File: src/rtl/uart_tx_param.sv
`default_nettype none
// ============================================================================
// uart_tx_param : parametrised UART transmitter (LSB first, ready/valid in,
//                 per-frame done pulse). Define UART_TX_FIFO_EN for a word buffer.
// Revision      : 1.0 - initial release
// ============================================================================
module uart_tx_param #(
  parameter int DATA_BITS  = 8,
  parameter int PARITY     = 0,
  parameter int STOP_BITS  = 1,
  parameter int CLK_DIV    = 5208,
  parameter int FIFO_DEPTH = 4
) (
  input  logic                 clk,
  input  logic                 rst,
  input  logic                 tx_en,
  input  logic [DATA_BITS-1:0] tx_data,
  output logic                 tx_ready,
  output logic                 tx_busy,
  output logic                 tx_stop,
  output logic                 tx_out
);
  localparam int BAUD_W = $clog2(CLK_DIV);
  localparam int BIT_W  = 4;
  localparam logic [BAUD_W-1:0] BAUD_LAST = BAUD_W'(CLK_DIV - 1);
  localparam logic [BIT_W-1:0]  DATA_LAST = BIT_W'(DATA_BITS - 1);
  localparam logic [BIT_W-1:0]  STOP_LAST = BIT_W'(STOP_BITS - 1);

  if (DATA_BITS < 5 || DATA_BITS > 9) begin : g_bad_data_bits
    $error("uart_tx_param: DATA_BITS must be in 5..9");
  end
  if (PARITY < 0 || PARITY > 2) begin : g_bad_parity
    $error("uart_tx_param: PARITY must be 0, 1 or 2");
  end
  if (STOP_BITS < 1 || STOP_BITS > 2) begin : g_bad_stop_bits
    $error("uart_tx_param: STOP_BITS must be 1 or 2");
  end
  if (CLK_DIV < 2) begin : g_bad_clk_div
    $error("uart_tx_param: CLK_DIV must be >= 2");
  end
  if (FIFO_DEPTH < 2 || (FIFO_DEPTH & (FIFO_DEPTH - 1)) != 0) begin : g_bad_fifo_depth
    $error("uart_tx_param: FIFO_DEPTH must be a power of two >= 2");
  end

  typedef enum logic [2:0] {
    IDLE    = 3'd0,
    START   = 3'd1,
    DATA    = 3'd2,
    PAR_BIT = 3'd3,
    STOP    = 3'd4
  } state_t;

  state_t               state, state_nx;
  logic [BAUD_W-1:0]    baud_cnt;
  logic [BIT_W-1:0]     bit_cnt;
  logic [DATA_BITS-1:0] shreg;
  logic                 par_bit;
  logic                 baud_tick;
  logic                 frame_end;
  logic                 launch;
  logic [DATA_BITS-1:0] launch_word;

  assign baud_tick = (baud_cnt == BAUD_LAST);
  assign frame_end = (state == STOP) && baud_tick && (bit_cnt == STOP_LAST);
  assign tx_busy   = (state != IDLE);

`ifdef UART_TX_FIFO_EN
  localparam int PTR_W = $clog2(FIFO_DEPTH);
  localparam int CNT_W = PTR_W + 1;

  // The word on the line keeps its slot until its frame ends, so the slot
  // is released (pop) on the same edge that launches the next queued word.
  logic [DATA_BITS-1:0] mem [FIFO_DEPTH];
  logic [PTR_W-1:0]     rd_ptr, wr_ptr;
  logic [CNT_W-1:0]     count;
  logic                 full, push;

  assign full        = (count == CNT_W'(FIFO_DEPTH));
  assign tx_ready    = !full || frame_end;
  assign push        = tx_en && tx_ready;
  assign launch      = ((state == IDLE) && (count != '0)) ||
                       (frame_end && (count >= CNT_W'(2)));
  assign launch_word = (state == IDLE) ? mem[rd_ptr] : mem[PTR_W'(rd_ptr + 1'b1)];

  always_ff @(posedge clk) begin
    if (push) begin
      mem[wr_ptr] <= tx_data;
    end
  end

  always_ff @(posedge clk) begin
    if (!rst) begin
      rd_ptr <= '0;
      wr_ptr <= '0;
      count  <= '0;
    end else begin
      if (push) begin
        wr_ptr <= wr_ptr + 1'b1;
      end
      if (frame_end) begin
        rd_ptr <= rd_ptr + 1'b1;
      end
      count <= count + CNT_W'(push) - CNT_W'(frame_end);
    end
  end
`else
  assign tx_ready    = (state == IDLE) || frame_end;
  assign launch      = tx_en && tx_ready;
  assign launch_word = tx_data;
`endif

  always_comb begin
    state_nx = state;
    case (state)
      IDLE:    if (launch) state_nx = START;
      START:   if (baud_tick) state_nx = DATA;
      DATA:    if (baud_tick && bit_cnt == DATA_LAST)
                 state_nx = (PARITY != 0) ? PAR_BIT : STOP;
      PAR_BIT: if (baud_tick) state_nx = STOP;
      STOP:    if (frame_end) state_nx = launch ? START : IDLE;
      default: state_nx = IDLE;
    endcase
  end

  always_ff @(posedge clk) begin
    if (!rst) begin
      state    <= IDLE;
      baud_cnt <= '0;
      bit_cnt  <= '0;
      shreg    <= '0;
      par_bit  <= 1'b0;
      tx_out   <= 1'b1;
      tx_stop  <= 1'b0;
    end else begin
      state   <= state_nx;
      tx_stop <= frame_end;
      if (launch) begin
        baud_cnt <= '0;
        bit_cnt  <= '0;
        shreg    <= launch_word;
        par_bit  <= (PARITY == 1) ? ~^launch_word : ^launch_word;
        tx_out   <= 1'b0;
      end else if (state != IDLE) begin
        if (!baud_tick) begin
          baud_cnt <= baud_cnt + 1'b1;
        end else begin
          baud_cnt <= '0;
          case (state)
            START: begin
              bit_cnt <= '0;
              tx_out  <= shreg[0];
            end
            DATA: begin
              if (bit_cnt == DATA_LAST) begin
                bit_cnt <= '0;
                tx_out  <= (PARITY != 0) ? par_bit : 1'b1;
              end else begin
                bit_cnt <= bit_cnt + 1'b1;
                shreg   <= shreg >> 1;
                tx_out  <= shreg[1];
              end
            end
            PAR_BIT: begin
              bit_cnt <= '0;
              tx_out  <= 1'b1;
            end
            STOP: begin
              bit_cnt <= bit_cnt + 1'b1;
              tx_out  <= 1'b1;
            end
            default: tx_out <= 1'b1;
          endcase
        end
      end
    end
  end
endmodule
`default_nettype wire

File: config.mk
export PLATFORM = sky130hd
export DESIGN_NAME = uart_tx_param
export DESIGN_NICKNAME = d
export VERILOG_FILES = /design/src/rtl/uart_tx_param.sv
export SDC_FILE = /design/constraint.sdc
export NUM_CORES = 1
export LEC_CHECK = 0
export ABC_AREA = 1
export CORE_ASPECT_RATIO = 1.75
export CORE_UTILIZATION = 49
export CTS_BUF_LIST = sky130_fd_sc_hd__clkbuf_4
export DETAILED_ROUTE_END_ITERATION = 10
export PLACE_DENSITY = 0.71
export RECOVER_POWER = 100
export SLEW_MARGIN = 20
export SYNTH_ARGS = -nofsm -noshare
export SYNTH_HDL_FRONTEND = slang
export SYNTH_SLANG_ARGS = --single-unit
File: constraint.sdc
create_clock -name clk -period 3.56 [get_ports clk]
set_clock_uncertainty 0.1 [all_clocks]
set_input_delay 1.068 -clock clk [delete_from_list [all_inputs] [get_ports clk]]
set_output_delay 1.068 -clock clk [all_outputs]
set_load 0.01 [all_outputs]
==> summary.md <==
| Metric | Value |
|---|---|
| Status | complete, no violations |
| Register area share after synthesis | 0.349 |
| Vias per std cell | 4.98 |
| Post-Route WL | 3.48 mm |
| Vias in the first global route | 1468 |
| Crit-path slowest cell | dlygate4sd3_1 |
| DR pass1 iterations | 4 |
| Clock transition at the registers of the reported paths | 0.09 ns |
| Relative slew slack | 0.632 |
| Post-synthesis async set-or-reset flop share | 0 |
| Gr ovfl total | 0 |
| Count of cell types in the netlist | 32 |
| Synth top area share | 0.349 |
| Full die area | 3760 sq um |
| First-pass GRT wire length | 5.83 mm |
| Largest area contributor in the netlist | dfxtp_1 |
| Syn nets | 267 |
| Unrepaired setup endpoints after global routing | no |
| Area of the multi-input gates | 928 sq um |
| Total track usage | 0.216 |
| Number of synthesized flops with an enable pin | 0 |
| Tmin final | 3.28 ns |
| Routability Congestion | 0.844 |
| Vias | 1580 |
| Syn Inst Count | 253 |
| Max_cap viols | 0 |
| Sequential cell area | 601 sq um |
| Core footprint | 3360 sq um |
| Most frequent cell after synthesis | nand2_1 |
| Power per cell area | 409 nW/um^2 |
| Largest net degree at the start of global routing | 16 |
| Synth area leaders | dfxtp_1 (35%), nand2_1 (12%), nor2_1 (8.5%), inv_1 (6.6%), nand3_1 (4.7%) |
| Critical path class | reg2out |
| Synth Warn # | 0 |
| Final Setup Violations | 0 |
| Fill count | 364 |
| Root buffer cell | clkbuf_4 |
| Critical-path cell list | ha_1 > nand2_1 > clkinv_1 > nand2_2 > nor2_4 > nand3_2 > nand2_4 > dlygate4sd3_1 |
| H-tree depth | 2 |
| Delay of the slowest critical-path stage | 0.62 ns |
| Buffers inserted by post-CTS timing repair | 0 |
| Period utilisation layout | 0.920 |
| # hold bufs at CTS | 0 |
| Die width | 46.8 um |
| N_diodes | 0 |
| Post-route ant nets | 0 |
| Crit path capture type | primary output |
| Synth Flop Type | dfxtp_1 |
| Worst ir drop on vdd | 255 uV |
| #FFs+latches synth | 30 |
| Initial Util | 0.511 |
| Critical path peak fanout | 10 |
| Final Hold Viols | 0 |
| Critical path launch point type | flip-flop |
| PortBufs | 14 |
| Post-Route Setup TNS | 0 ns |
| Ports | 15 |
| Drt drc | 0 |
| Top cells by count, synth | nand2_1 (54), nor2_1 (39), dfxtp_1 (30), inv_1 (30), nand3_1 (16) |
| Drt initial violations | 24 |
| Max Root-Sink Buffers | 2 |
| Worst min path class | reg2reg |
| Least-Margin Pin Slew | 0.552 ns |
| Clock sink count | 30 |
| Highest clock rate | 305 MHz |
| HPWL Detailed | 2.73 mm |
| Layout area overhead | 11.4% |
| Final nets | 285 |
| Crit path DAT | 2.11 ns |
| Rows | 28 |
| Fraction of layout instances using a drive strength above 1 | 0.107 |
| Required @ worst endpoint | 2.39 ns |
| Final max-slew violation count | 0 |
| Clock Latency Late Sink | 0.33 ns |
| Leakage Power | 0.854 nW |
| Post-synth design cell area | 1720 sq um |
| Cell Count, Final, Fillers Out | 317 |
| Inserted Clock Buffers | 5 |
| Drt wl/cell | 11.0 um |
| Die Y-Extent | 80.4 um |
| Initial antenna violation count | 0 |
| Mapped Avg Cell Area | 6.80 sq um |
| CTS tree | done |
| Post-cts resize count | 0 |
| # placed instances | 309 |
worst max-delay path, delay by kind of cell, from the launching register on:
family | cells | cell delay (ns)
buffers and inverters | 2 | 0.70
AND/OR/NAND/NOR | 5 | 0.48
flip-flops | 1 | 0.40
adder cells (fa/ha/maj) | 1 | 0.21
sequential cells by signal, summed over array words and instances (netlist names):
register	cells
baud_cnt	13
shreg	8
bit_cnt	4
state	3
tx_out	1
tx_stop	1
layout make-up:
cell class              count  share of cell area
well taps                  45              0.0294
inverters                  35              0.0686
clock inverters             2             0.00458
multi-input cells         184               0.485
clock buffers               6              0.0235
flip-flops and latches     30               0.314
repair buffers             15              0.0752
metal layers:
layer  global-route usage  up-vias  part of all wire
met2                0.396       22              0.57
met4                0.103        0             0.013
met1                0.206      721              0.39
met3               0.0584        4             0.024
li1                     -      833                 -
met5                    0        -                 0
layout by cell type (no fill, tap or decap), types with 5 or more instances in the layout:
| cell | netlist | layout |
|---|---|---|
| dlygate4sd3_1 | 0 | 5 |
| nor2_1 | 39 | 42 |
| nand3_1 | 16 | 16 |
| dfxtp_1 | 30 | 30 |
| nor3_1 | 6 | 6 |
| a21oi_1 | 13 | 13 |
| clkbuf_4 | 0 | 6 |
| o21ai_0 | 10 | 10 |
| nand2_2 | 7 | 6 |
| inv_1 | 30 | 31 |
| nand2_1 | 54 | 57 |
| clkdlybuf4s50_1 | 0 | 9 |
path summary, 6_finish.rpt:
path	startpoint	endpoint	slack [ns]	depth (start not counted)
setup reg to reg	baud_cnt[0]	shreg[1]	1.40	12
hold reg to reg	shreg[7]	shreg[7]	0.38	2
setup / recovery	baud_cnt[0]	tx_ready	0.28	8
hold / removal	shreg[7]	shreg[7]	0.38	2
metrics by stage:
stage | utilization | total power [mW] | setup slack [ns] | area, sq um | hold slack [ns]
finish | 0.569 | 0.783 | 0.284 | 1910 | 0.383
global route | 0.569 | 0.834 | 0.143 | 1910 | 0.409
CTS | 0.579 | 0.809 | 0.332 | 1950 | 0.384
detailed placement | 0.563 | 0.606 | 0.712 | 1890 | 0.370
global placement | 0.563 | 0.604 | 0.737 | 1890 | 0.357
floorplan | - | 0.550 | 1.34 | 1720 | 0.339
power breakdown:
group | switching (mW) | leakage [nW] | total, mW | internal (mW)
logic | 0.127 | 0.577 | 0.204 | 0.0767
clock network | 0.120 | 0.0331 | 0.202 | 0.0817
registers | 0.0167 | 0.244 | 0.377 | 0.360
cells by family after synthesis:
logic type / after synthesis / share of synthesized area
flip-flops: 30 / 0.349
buffers and inverters: 39 / 0.0932
XOR/XNOR: 4 / 0.0204
adder cells (fa/ha/maj): 3 / 0.0218
AND/OR/NAND/NOR: 150 / 0.432
AO/OA/AOI/OAI: 27 / 0.0837
(Power assumes the default switching activity.)
